### src/rtl/hazard_ctrl.sv
// Hazard controller for the 5-stage core: forwarding selects, load-use stall, redirect flush and mem-wait freeze.
// Control outputs are combinational (zero latency); a mem_wait freeze holds all shadow state and counters.
module hazard_ctrl (
  input  logic       clk,
  input  logic       reset_n,
  input  logic       id_valid,
  input  logic [4:0] id_rs1,
  input  logic [4:0] id_rs2,
  input  logic [4:0] id_rd,
  input  logic       id_regwrite,
  input  logic [1:0] id_resultsrc,
  input  logic       ex_pc_redirect,
  input  logic       mem_wait,
  output logic       stall_f,
  output logic       stall_d,
  output logic       stall_emw,
  output logic       flush_d,
  output logic       flush_e,
  output logic [1:0] fwd_a_e,
  output logic [1:0] fwd_b_e,
  output logic [15:0] stall_cnt,
  output logic [15:0] flush_cnt
);

  localparam logic [1:0]  FWD_RF  = 2'b00;
  localparam logic [1:0]  FWD_W   = 2'b01;
  localparam logic [1:0]  FWD_M   = 2'b10;
  localparam logic [1:0]  RES_LD  = 2'b01;
  localparam logic [15:0] CNT_MAX = 16'hFFFF;

  logic [4:0] e_rs1, e_rs2, e_rd;
  logic       e_regwrite, e_is_load;
  logic [4:0] m_rd, w_rd;
  logic       m_regwrite, w_regwrite;
  logic       lu;

  assign lu = id_valid && e_is_load && (e_rd != 5'd0) &&
              ((e_rd == id_rs1) || (e_rd == id_rs2));

  always_comb begin
    stall_f   = 1'b0;
    stall_d   = 1'b0;
    stall_emw = 1'b0;
    flush_d   = 1'b0;
    flush_e   = 1'b0;
    if (mem_wait) begin
      stall_f   = 1'b1;
      stall_d   = 1'b1;
      stall_emw = 1'b1;
    end else if (ex_pc_redirect) begin
      // The D instruction is killed, so a concurrent load-use is moot.
      flush_d = 1'b1;
      flush_e = 1'b1;
    end else if (lu) begin
      stall_f = 1'b1;
      stall_d = 1'b1;
      flush_e = 1'b1;
    end
  end

  function automatic logic [1:0] fwd_sel(input logic [4:0] src);
    if (m_regwrite && (m_rd != 5'd0) && (m_rd == src))
      return FWD_M;
    else if (w_regwrite && (w_rd != 5'd0) && (w_rd == src))
      return FWD_W;
    else
      return FWD_RF;
  endfunction

  assign fwd_a_e = fwd_sel(e_rs1);
  assign fwd_b_e = fwd_sel(e_rs2);

  always_ff @(posedge clk) begin
    if (!reset_n) begin
      e_rs1      <= 5'd0;
      e_rs2      <= 5'd0;
      e_rd       <= 5'd0;
      e_regwrite <= 1'b0;
      e_is_load  <= 1'b0;
      m_rd       <= 5'd0;
      m_regwrite <= 1'b0;
      w_rd       <= 5'd0;
      w_regwrite <= 1'b0;
      stall_cnt  <= 16'd0;
      flush_cnt  <= 16'd0;
    end else if (!mem_wait) begin
      if (flush_e) begin
        e_rs1      <= 5'd0;
        e_rs2      <= 5'd0;
        e_rd       <= 5'd0;
        e_regwrite <= 1'b0;
        e_is_load  <= 1'b0;
      end else begin
        e_rs1      <= id_rs1;
        e_rs2      <= id_rs2;
        e_rd       <= id_rd;
        e_regwrite <= id_regwrite & id_valid;
        e_is_load  <= (id_resultsrc == RES_LD) & id_valid;
      end
      m_rd       <= e_rd;
      m_regwrite <= e_regwrite;
      w_rd       <= m_rd;
      w_regwrite <= m_regwrite;
      if (ex_pc_redirect && (flush_cnt != CNT_MAX))
        flush_cnt <= flush_cnt + 16'd1;
      if (!ex_pc_redirect && lu && (stall_cnt != CNT_MAX))
        stall_cnt <= stall_cnt + 16'd1;
    end
  end

endmodule

### config.mk
export PLATFORM = sky130hd
export DESIGN_NAME = hazard_ctrl
export DESIGN_NICKNAME = d
export VERILOG_FILES = /design/src/rtl/hazard_ctrl.sv
export SDC_FILE = /design/constraint.sdc
export NUM_CORES = 1
export LEC_CHECK = 0
export ABC_AREA = 1
export BUFFER_PORTS_ARGS = -buffer_cell sky130_fd_sc_hd__buf_2
export CAP_MARGIN = 20
export CORE_MARGIN = 2
export CORE_UTILIZATION = 45
export DETAILED_ROUTE_END_ITERATION = 10
export GPL_ROUTABILITY_DRIVEN = 0
export PLACE_DENSITY = 0.7
export SYNTH_ARGS = -nofsm -noshare
export SYNTH_HDL_FRONTEND = slang
export SYNTH_SLANG_ARGS = --single-unit
### constraint.sdc
create_clock -name clk -period 3.2 [get_ports clk]
set_input_delay 0.16 -clock clk [delete_from_list [all_inputs] [get_ports clk]]
set_output_delay 0.16 -clock clk [all_outputs]
set_load 0.01 [all_outputs]
Word level (Yosys, flattened, before mapping)

Index checks and enable logic that the tools add are counted.

Register bits after elaboration: 61
Input bits: 23
Output and inout port bits: 41
Logic and storage cells: 61

Add/subtract/negate cells: 2
Equality and inequality tests: 9
Muxes and demuxes: 17
Bitwise logic cells: 3
Reduce and logical (&&, ||, !) cells: 19

Operators by type and width:

| operator                | number |
|---|---|
| $add A16 B1 Y16 const B | 2 |
| $ne A16 B16 Y1 const B  | 2 |
| $eq A5 B5 Y1            | 6 |
| $mux W5                 | 3 |
| $reduce_bool A5 Y1      | 3 |
| $logic_and A1 B1 Y1     | 12 |
| $mux W1                 | 12 |
| $mux W2                 | 2 |
| $reduce_and A2 Y1       | 2 |
| $and A1 B1 Y1           | 2 |
| $eq A2 B1 Y1 const B    | 1 |
| $logic_not A1 Y1        | 1 |
| $logic_or A1 B1 Y1      | 1 |
| $not A1 Y1              | 1 |

Depth between registers and ports, before layout

Depth after elaboration: 7
Depth in mapped cells: 13

Worst setup path before layout

Ideal clock, no wire load.

Path type: register to register
Start point: register stall_cnt[0]
End point: register stall_cnt[14]
Setup time: 0.113 ns
Arrival: 1.528 ns
Data required time: 3.087 ns
Path slack: 1.559 ns
Stages on the path, launching flop included: 11
Path buffers: 0
Cell sequence: dfxtp_1 ha_1 nand2_1 inv_1 nand3b_4 nor3_1 nand3_1 nor2_2 nand2_1 nand2_1 nor2_1

Word-level cells in the longest chain between the ends: 3

Ends and longest elaborated chain:

| item                                                    | line | text |
|---|---|---|
| start: declaration                                      | 21   | `output logic [15:0] stall_cnt,` |
| start signal: assignment                                | 107  | `stall_cnt <= stall_cnt + 16'd1;` |
| branches (longest 3 deep; another with $add A16 B1 Y16) | n/a  |  |

Several ways; the timed one is not identified.
A chain may end at the register's enable or synchronous reset.

Final worst setup path

Start point: register flush_cnt[0]
End point: register flush_cnt[5]

Word-level cells in the longest chain between the ends: 3

Ends and longest elaborated chain:

| item                                                    | line | text |
|---|---|---|
| start: declaration                                      | 22   | `output logic [15:0] flush_cnt` |
| start signal: assignment                                | 105  | `flush_cnt <= flush_cnt + 16'd1;` |
| branches (longest 3 deep; another with $add A16 B1 Y16) | n/a  |  |

Several ways; the timed one is not identified.

==> flow_summary.yaml <==
power_and_ir_drop:
  p_per_area_nw_per_um2: 464.2
  power_mw: 1.812
  ir_worst_vdd_uv: 271.2
  p_leak_nw: 1.806
timing:
  finalCritPeriodShare: 0.6476
  slew_viol_final: 0
  tns_ns: 0
  tightest_slew_ns: 0.6944
  holdWs_ns: 0.07280
  max_freq_mhz: 482.5
  final-hold-violation-count: 0
  slew_headroom: 0.5371
  finalSetupViolCount: 0
  fin_crit_ns: 2.072
  rsz0062_at_grt: "false"
  fin_skew_ns: 0.01231
synth:
  synthCells: 485
  synth_edf_count: 0
  synth-seq-area-share: 0.3696
  synth_nets: 510
  synth.cell_area_sq_um: 3304
  synth_commonest_cells: "nand2_1, nor2_1, dfxtp_1"
  synth_area_leader_cell: "dfxtp_1"
  ys_seq_elements: 61
  ys_warn_count: 0
  synth_top_area_share: 0.3696
  synth.distinct_cells: 36
  synthTopCellsByArea: "dfxtp_1, nand2_1, nor2_1"
  syn_avg_cell_area_sq_um: 6.813
  async_flop_share: 0
  synth-main-ff-cell: "dfxtp_1"
  synth.most_common_cell: "nand2_1"
place:
  dpl.hpwl_microns: 5760
  place_area_sq_um: 3659
  io_buffers: 63
clock_network:
  cts_root_buf: "clkbuf_8"
  cts_sinks: 61
  numCtsBuffers: 9
  postCtsSetupRepairBufs: 0
  cts.clk_slew.worst_paths_ns: 0.07
  cts_buffer_depth: 2
  ctsHoldBuffers: 0
  cts_tree: "done"
  htree_levels: 3
  clock_latency_ns: 0.35
  cts.repair.resized: 0
critical_path:
  worstSetupStartpointType: "flip-flop"
  reg2reg_from: "flush_cnt[0]$_SDFFE_PN0P_"
  slowest_stage: "nand2_1"
  required_ns: 3.44
  crit_cells: 11
  critical_path_class: "reg2reg"
  crit_family: "simple AND/OR/NAND/NOR gates"
  rrSetupSlack_ns: 1.13
  critical_path_peak_fanout: 20
  critical_path.most_common_cell: "nand2_1"
  path_buf_inv: 1
  critPathMaxStageDelay_ns: 0.48
  cp_cell_sequence: "ha_1, nand2_1, inv_1, nand2_2, nor2_4, nand3_2, nand2_1, nand2_1, nand2_1, nor3_1, nor3_2"
  reg2regPathDepth: 11
  timing.rr.end: "flush_cnt[5]$_SDFFE_PN0P_"
  endpoint_kind: "flip-flop"
  crit_arrival_ns: 2.31
route:
  drt_iter0_drc: 155
  route.vias.total: 3166
  dr.pass1.iters: 4
  ant_nets: 0
  routed_wl_microns: 7926
  drc: 0
  wl_per_cell_microns: 12.25
  viasPerCell: 4.893
hold_path:
  worst_hold_path_type: "in2reg"
  worstHoldStart: "id_rd[1]"
  hold_end: "e_rd[1]$_SDFFE_PN0N_"
  min_path_cells: 3
die:
  io_pins: 64
  dieArea_sq_um: 8044
  chipWidth_microns: 89.69
  die_height_microns: 89.69
  coreArea_sq_um: 7176
  rows: 31
  initial_utilization: 0.4605
finish:
  area_growth_pct: 18.10
  fillCellCount: 711
  drive_gt1_frac: 0.1953
  insertedDiodeCount: 0
  nets: 568
  fin_area_sq_um: 3902
global_routing:
  grt_usage: 0.2129
  grt_pass1_wl_microns: 13250
  grt.overflow.total: 0
  first_global_vias: 2948
  grt.met1_usage: 0.2616
  use_met3: 0.05484
  grt_max_degree: 41
  met2_usage: 0.3536
  grt.busiest_layer: "met2"
  antenna_found_initial: 0
run:
  drv_cap: 0
status:
  outcome: "finished clean"
==> sequential cells by signal, indices dropped and copies added (netlist names) <==
register / flops
stall_cnt: 16
flush_cnt: 16
m_rd: 5
e_rd: 5
w_rd: 5
e_rs1: 5
w_regwrite: 1
e_regwrite: 1
e_rs2: 5
m_regwrite: 1
e_is_load: 1
==> metal layers <==
| metal | wire length (microns) | up-vias |
|---|---|---|
| li1 | - | 1664 |
| met4 | 201 | 0 |
| met1 | 3608 | 1396 |
| met2 | 3736 | 90 |
| met5 | 0 | - |
| met3 | 380 | 16 |
==> power breakdown <==
group          total [mW]  internal [mW]  switching, mW
Combinational       0.176         0.0693          0.106
Sequential          0.813          0.784         0.0293
Clock               0.822          0.522          0.300
Total                1.81           1.38          0.436
==> through the flow <==
stage          setup slack (ns)  instances    util
2_1_floorplan             1.559        485       -
3_3_place_gp              1.252        631  0.5099
3_5_place_dp              1.148        631  0.5099
6_report                  1.128        647  0.5439
4_1_cts                   1.150        647  0.5439
5_1_grt                  0.9378        647  0.5439
==> worst min-delay path: stages <==
cell and delay [ns]:
buf_2 0.07, o21ai_0 0.06, nor2_1 0.09
==> logic make-up after synthesis <==
kind of cell	Yosys count	synth area share
compound gates	63	0.1121
xor+xnor	28	0.07421
fa+ha+maj	2	0.007572
buf+inv	66	0.08368
flops	61	0.3696
simple gates	265	0.3529
==> layout make-up <==
cell class	count	area, sq um	share of cell area
Clock inverter	3	65.06	0.01667
Tap cell	99	123.9	0.03174
Clock buffer	13	178.9	0.04585
Multi-Input combinational cell	358	1807	0.4630
Inverter	49	183.9	0.04713
Timing Repair Buffer	64	322.8	0.08272
Sequential cell	61	1221	0.3129
==> worst max path at each step <==
stage	from	end	slack, ns
after floorplan	stall_cnt[0]$_SDFFE_PN0P_	stall_cnt[14]$_SDFFE_PN0P_	1.56
after global placement	flush_cnt[0]$_SDFFE_PN0P_	flush_cnt[3]$_SDFFE_PN0P_	1.25
after detailed placement	flush_cnt[0]$_SDFFE_PN0P_	flush_cnt[5]$_SDFFE_PN0P_	1.15
after CTS	flush_cnt[0]$_SDFFE_PN0P_	flush_cnt[5]$_SDFFE_PN0P_	1.15
after global routing	flush_cnt[0]$_SDFFE_PN0P_	flush_cnt[3]$_SDFFE_PN0P_	0.94
final	flush_cnt[0]$_SDFFE_PN0P_	flush_cnt[5]$_SDFFE_PN0P_	1.13
==> cell usage in the layout (no fill, tap or decap), types with 6 or more instances in the layout <==
| master | synthesis | layout |
|---|---|---|
| nand2_1 | 109 | 109 |
| nor2_1 | 92 | 92 |
| buf_2 | 2 | 63 |
| dfxtp_1 | 61 | 61 |
| inv_1 | 41 | 41 |
| o21ai_0 | 28 | 28 |
| a21oi_1 | 21 | 21 |
| nor3_1 | 17 | 17 |
| xnor2_1 | 16 | 16 |
| nand3_1 | 15 | 15 |
| nand4_1 | 13 | 13 |
| clkbuf_8 | 0 | 13 |
| xor2_1 | 12 | 12 |
| inv_2 | 6 | 6 |
(Power assumes the default switching activity.)
